<file path="src/rtl/inst_fetch_unit.sv">
`default_nettype none
// ============================================================================
// Module   : inst_fetch_unit
// Brief    : In-order instruction fetch with PC-tagged buffer and redirect flush.
// Revision : 1.0 - initial release
// ============================================================================
module inst_fetch_unit #(
    parameter int              PC_W       = 8,
    parameter int              INS_W      = 32,
    parameter int              FIFO_DEPTH = 2,
    parameter logic [PC_W-1:0] RESET_PC   = '0
) (
    input  logic             clk,
    input  logic             reset,
    output logic             imem_req_valid,
    output logic [PC_W-1:0]  imem_req_addr,
    input  logic             imem_req_ready,
    input  logic             imem_rsp_valid,
    input  logic [INS_W-1:0] imem_rsp_data,
    input  logic             redirect_valid,
    input  logic [PC_W-1:0]  redirect_pc,
    output logic             inst_valid,
    output logic [INS_W-1:0] inst_data,
    output logic [PC_W-1:0]  inst_pc,
    input  logic             inst_ready
);

    localparam int c_PTR_W = (FIFO_DEPTH > 1) ? $clog2(FIFO_DEPTH) : 1;
    localparam int c_CNT_W = $clog2(FIFO_DEPTH + 1);
    localparam logic [c_CNT_W-1:0] c_DEPTH_CNT = c_CNT_W'(FIFO_DEPTH);
    localparam logic [c_CNT_W:0]   c_DEPTH_EXT = (c_CNT_W + 1)'(FIFO_DEPTH);

    logic [PC_W-1:0]    fetch_pc_q, fetch_pc_d;
    logic [c_CNT_W-1:0] fifo_count_q, fifo_count_d;
    logic [c_CNT_W-1:0] inflight_q, inflight_d;
    logic [c_CNT_W-1:0] drop_q, drop_d;
    logic [c_PTR_W-1:0] rd_ptr_q, rd_ptr_d, wr_ptr_q, wr_ptr_d;
    logic [c_PTR_W-1:0] tag_rd_q, tag_rd_d, tag_wr_q, tag_wr_d;
    logic [PC_W-1:0]    fifo_pc_q   [FIFO_DEPTH];
    logic [PC_W-1:0]    fifo_pc_d   [FIFO_DEPTH];
    logic [INS_W-1:0]   fifo_data_q [FIFO_DEPTH];
    logic [INS_W-1:0]   fifo_data_d [FIFO_DEPTH];
    logic [PC_W-1:0]    tag_pc_q    [FIFO_DEPTH];
    logic [PC_W-1:0]    tag_pc_d    [FIFO_DEPTH];

    logic             w_pop, w_rsp, w_push, w_accept, w_credit_ok, w_tag_room;
    logic [c_CNT_W:0] w_occupancy;

    assign inst_valid = (fifo_count_q != '0);
    assign inst_data  = inst_valid ? fifo_data_q[rd_ptr_q] : '0;
    assign inst_pc    = inst_valid ? fifo_pc_q[rd_ptr_q]   : '0;

    assign w_pop  = inst_valid & inst_ready;
    assign w_rsp  = imem_rsp_valid & (inflight_q != '0);
    assign w_push = w_rsp & (drop_q == '0) & ~redirect_valid;

    assign w_occupancy = {1'b0, fifo_count_q} + {1'b0, inflight_q} - {1'b0, drop_q}
                         - (c_CNT_W + 1)'(w_pop);
    assign w_credit_ok = (w_occupancy < c_DEPTH_EXT);
    // Responses still owed for flushed requests hold tag slots, so outstanding
    // requests stay bounded by the tag queue depth.
    assign w_tag_room  = (inflight_q != c_DEPTH_CNT) | w_rsp;

    assign imem_req_valid = ~reset & ~redirect_valid & w_credit_ok & w_tag_room;
    assign imem_req_addr  = fetch_pc_q;
    assign w_accept       = imem_req_valid & imem_req_ready;

    always_comb begin
        fetch_pc_d   = fetch_pc_q;
        fifo_count_d = fifo_count_q + c_CNT_W'(w_push) - c_CNT_W'(w_pop);
        inflight_d   = inflight_q + c_CNT_W'(w_accept) - c_CNT_W'(w_rsp);
        drop_d       = drop_q;
        rd_ptr_d     = rd_ptr_q;
        wr_ptr_d     = wr_ptr_q;
        tag_rd_d     = tag_rd_q;
        tag_wr_d     = tag_wr_q;
        fifo_pc_d    = fifo_pc_q;
        fifo_data_d  = fifo_data_q;
        tag_pc_d     = tag_pc_q;

        if (w_accept) begin
            tag_pc_d[tag_wr_q] = fetch_pc_q;
            tag_wr_d           = tag_wr_q + c_PTR_W'(1);
            fetch_pc_d         = fetch_pc_q + PC_W'(4);
        end
        if (w_rsp) begin
            tag_rd_d = tag_rd_q + c_PTR_W'(1);
            if (drop_q != '0) begin
                drop_d = drop_q - c_CNT_W'(1);
            end
        end
        if (w_push) begin
            fifo_pc_d[wr_ptr_q]   = tag_pc_q[tag_rd_q];
            fifo_data_d[wr_ptr_q] = imem_rsp_data;
            wr_ptr_d              = wr_ptr_q + c_PTR_W'(1);
        end
        if (w_pop) begin
            rd_ptr_d = rd_ptr_q + c_PTR_W'(1);
        end
        if (redirect_valid) begin
            fetch_pc_d   = {redirect_pc[PC_W-1:2], 2'b00};
            drop_d       = inflight_q - c_CNT_W'(w_rsp);
            fifo_count_d = '0;
            rd_ptr_d     = '0;
            wr_ptr_d     = '0;
        end
    end

    always_ff @(posedge clk) begin
        if (reset) begin
            fetch_pc_q   <= RESET_PC;
            fifo_count_q <= '0;
            inflight_q   <= '0;
            drop_q       <= '0;
            rd_ptr_q     <= '0;
            wr_ptr_q     <= '0;
            tag_rd_q     <= '0;
            tag_wr_q     <= '0;
        end else begin
            fetch_pc_q   <= fetch_pc_d;
            fifo_count_q <= fifo_count_d;
            inflight_q   <= inflight_d;
            drop_q       <= drop_d;
            rd_ptr_q     <= rd_ptr_d;
            wr_ptr_q     <= wr_ptr_d;
            tag_rd_q     <= tag_rd_d;
            tag_wr_q     <= tag_wr_d;
        end
    end

    // Storage arrays need no reset: every entry is written before it is read.
    always_ff @(posedge clk) begin
        fifo_pc_q   <= fifo_pc_d;
        fifo_data_q <= fifo_data_d;
        tag_pc_q    <= tag_pc_d;
    end

endmodule
`default_nettype wire

</file>
<file path="config.mk">
export PLATFORM = sky130hd
export DESIGN_NAME = inst_fetch_unit
export DESIGN_NICKNAME = d
export VERILOG_FILES = /design/src/rtl/inst_fetch_unit.sv
export SDC_FILE = /design/constraint.sdc
export NUM_CORES = 1
export LEC_CHECK = 0
export ABC_AREA = 0
export CORE_MARGIN = 1
export CORE_UTILIZATION = 47
export CTS_BUF_LIST = sky130_fd_sc_hd__clkbuf_2
export CTS_CLUSTER_DIAMETER = 30
export DETAILED_ROUTE_END_ITERATION = 10
export PLACE_DENSITY_LB_ADDON = 0.1
export SLEW_MARGIN = 25
export SYNTH_ARGS = -nofsm -noshare
export SYNTH_HDL_FRONTEND = slang
export SYNTH_SLANG_ARGS = --single-unit
</file>
<file path="constraint.sdc">
create_clock -name clk -period 3.6 [get_ports clk]
set_clock_uncertainty 0.05 [all_clocks]
set_input_delay 0.72 -clock clk [delete_from_list [all_inputs] [get_ports clk]]
set_output_delay 0.72 -clock clk [all_outputs]
set_load 0.03 [all_outputs]
</file>
==> results.md <==
Status
* outcome: finished with violations
* violations in the final reports: design-rule violations, negative setup slack

Worst setup path
* flop2flop setup slack: -110 ps
* Reg2Reg Capture Point: inflight_q[1]$_SDFF_PP0_
* Crit Path Category: register to output port
* arrival time at the worst endpoint: 3220 ps
* Worst path most repeated cell: sky130_fd_sc_hd__fa_1
* startpoint of the most critical register-to-register path: fifo_count_q[1]$_SDFF_PP0_
* FF-to-FF path depth: 17
* required time worst endpoint: 2830 ps
* family of cells with the greatest summed delay on the critical path: adder cells
* Critical Path Source Type: register
* kind of end point of the critical path: output port
* Worst Path Max Fanout: 2
* peak per-stage delay on the critical path: 540 ps
* series of cell instances along the critical path: nor2_4 > inv_4 > nand2_8 > fa_1 > inv_1 > fa_1 > nand2b_4 > fa_2 > nor4b_4 > buf_4
* Critical Path Slowest Stage Cell: sky130_fd_sc_hd__fa_2
* buffering stage count on the worst path with inverters included: 3

STA
* period utilisation layout: 111%
* final worst slack: -389 ps
* FMAX: 0.251 GHz
* worst slew margin relative to its limit: 64.2%
* Setup-failing EPs final: 2
* minimum clock period after layout: 3990 ps
* RSZ-0062 raised after global routing: yes
* Tightest Pin Transition: 531 ps
* smallest hold slack: 516 ps
* final hold violation count: 0
* Final Max Slew Viols: 0

Clock tree
* worst skew pair latency: 530 ps
* buffer type at the clock tree root: sky130_fd_sc_hd__clkbuf_2
* Bufs on Longest Clock Path: 2
* Clk pin slew, worst setup/hold paths: 280 ps
* hold buffer count at CTS: 0
* H-tree levels: 3
* TritonCTS clock tree: done
* cts bufs inserted: 9
* clock sink count: 104

Cells and area
* Area growth syn-to-layout: 29.7%
* share of final-layout standard cells stronger than drive strength 1: 16.3%
* Final #Nets: 457
* Post-Layout Inst Area: 5660 um^2
* non-filler instance count after layout: 513
* fillcell total: 676
* Inserted Diodes: 0

Placed design
* placed cell areas: 5510 um^2
* Setup Slack @ Placement: -857 ps
* placer's final routability congestion estimate: 0.788
* detailed placer's ending HPWL: 5050 um
* number of buffer cells added on primary ports: 89
* instance count after placement with tap cells included: 494

Floorplanning
* boundary pin count: 96
* initial core utilization: 49.3%
* standard cell core area: 8850 um^2
* number of rows created at floorplan: 34
* overall die width: 98.3 um
* area of the die: 9670 um^2
* die boundary height: 98.3 um

Global routing
* via count of the first global-routing pass: 2575
* global-route usage over all layers: 16.5%
* grt total ovfl: 0
* number of antenna violations at the first check in global routing: 0
* global-route wire length before repair: 12300 um
* largest net degree at the start of global routing: 39

Synth
* average cell area after synthesis: 14.6 um^2
* Yosys Warn Count: 0
* part of the Yosys area used for sequential elements: 67.9%
* Synth area leader: sky130_fd_sc_hd__edfxtp_1
* Netlist cell types: 41
* count of state elements after synthesis: 104
* Post-synth top flop: sky130_fd_sc_hd__edfxtp_1
* proportion of netlist area held by the largest area contributor: 60.6%
* share of async-settable or async-resettable flops after synthesis: 0%
* Synth area leaders: sky130_fd_sc_hd__edfxtp_1 (61%), sky130_fd_sc_hd__mux2i_1 (9.0%), sky130_fd_sc_hd__dfxtp_1 (7.3%)
* combined area of all synthesized cells: 4360 um^2
* number of synthesized flops with an enable pin: 88
* synthesized instance count: 298

Route
* DR iter-0 viols: 84
* vias per cell: 4.99
* via count: 2558
* detailed-route wire length: 7490 um
* Routed Antenna Nets: 0
* DR DRC count: 7
* Avg WL per Cell: 14.6 um
* drt pass-1 iters: 7

Min path
* worst hold stages: 0
* start point of the worst min-delay path: imem_req_addr[7]$_SDFFE_PP0P_
* Worst Hold End: tag_pc_q[7]$_DFFE_PP_
* path class of the lowest-slack min-delay path: register to register

Job
* reported max-cap violation count: 0

Power
* peak ir drop on the vdd network: 0.000265 V
* leakage power: 0.00190 uW
* Pwr Density: 443 nW/um^2

-- Yosys cell counts, drive strengths merged, types with 2 or more instances --
library cell	n
inv	19
fa	4
mux2i	39
nand2	3
or2	2
a2111oi	3
buf	11
mux2	6
xnor2	10
or3b	2
a21oi	3
edfxtp	88
o21a	2
and3	5
nor2	49
dfxtp	16
and2	3
ha	7
a211oi	3
clkbuf	8
nor3b	3
-- flip-flops by register name (all words and copies together) (netlist names) --
signal	flops
fifo_data_q	64
fifo_pc_q	12
tag_pc_q	12
imem_req_addr	6
drop_q	2
fifo_count_q	2
inflight_q	2
rd_ptr_q	1
tag_rd_q	1
tag_wr_q	1
wr_ptr_q	1
-- through the flow --
stage               power [uW]  util, %  TNS, ps
finish                    2510     63.9     -496
global placement          2020     62.2   -14190
CTS                       2520     63.5     -607
detailed placement        2030     62.2   -14580
floorplan                 1850        -     -824
global route              2630     63.9     -994
-- per-layer routing --
layer | track usage, % | vias up | part of all wire, %
met5 | 0 | - | 0
met4 | 6.89 | 0 | 1.4
met3 | 3.15 | 8 | 4.6
met2 | 27.9 | 61 | 50
met1 | 21.0 | 1233 | 44
li1 | - | 1256 | -
-- how the worst max path moves through the flow --
| stage | slack [ps] | endpoint | start | cells after the start |
|---|---|---|---|---|
| after detailed placement | -860 | inflight_q[1]$_SDFF_PP0_ | inst_ready | 16 |
| after global placement | -840 | inflight_q[1]$_SDFF_PP0_ | inst_ready | 16 |
| after floorplan | -270 | inflight_q[1]$_SDFF_PP0_ | inst_ready | 16 |
| after global routing | -600 | imem_req_valid | fifo_count_q[1]$_SDFF_PP0_ | 11 |
| final | -390 | imem_req_valid | fifo_count_q[1]$_SDFF_PP0_ | 10 |
| after CTS | -540 | imem_req_valid | fifo_count_q[1]$_SDFF_PP0_ | 11 |
-- repair_timing --
action,in CTS,in global routing
gates resized for setup,4,8
buffers inserted,2,1
setup endpoints to repair,14,10
pin swaps,5,1
-- kinds of logic after synthesis --
logic type | synth area share [%]
AO/OA/AOI/OAI | 3.04
XOR/XNOR | 2.21
other | 0.0860
AND/OR/NAND/NOR | 8.20
multiplexers | 10.5
flip-flops | 67.9
buffers and inverters | 4.19
adder cells (fa/ha/maj) | 3.84
-- power breakdown --
part	switching (uW)	total, uW	internal [uW]
registers	50.7	1450	1400
logic	289	577	288
clock network	386	485	98.4
total	726	2510	1780
-- worst register-to-register path: cells and delay by family, from the launching register on --
family | cells | cell delay [ps]
XOR/XNOR | 2 | 320
flip-flops | 1 | 420
buffers and inverters | 4 | 220
adder cells (fa/ha/maj) | 5 | 1880
AND/OR/NAND/NOR | 6 | 730
-- layout make-up --
| cell class | count | area [um^2] | share of cell area [%] |
|---|---|---|---|
| Multi-Input combinational cell | 159 | 1330 | 23.5 |
| Timing Repair Buffer | 107 | 1050 | 18.6 |
| Inverter | 19 | 76.3 | 1.35 |
| Clock inverter | 7 | 53.8 | 0.951 |
| Clock buffer | 9 | 45.0 | 0.796 |
| Tap cell | 108 | 135 | 2.39 |
| Sequential cell | 104 | 2970 | 52.4 |
-- cells in the final DEF, fill, tap and decap left out, drive strengths merged, types with 2 or more instances in the layout --
cell           count
fa                 4
conb               4
mux2               6
dfxtp             16
a2111oi            3
or2                2
clkinv             4
or3b               2
buf               19
inv               21
and3               5
nor3b              3
nor2              49
ha                 7
nand2              3
clkbuf             9
o21a               2
mux2i             39
edfxtp            88
a21oi              3
xnor2             10
a211oi             3
clkdlybuf4s50     87
and2               3
No activity file was read; power rests on OpenSTA's default activity.
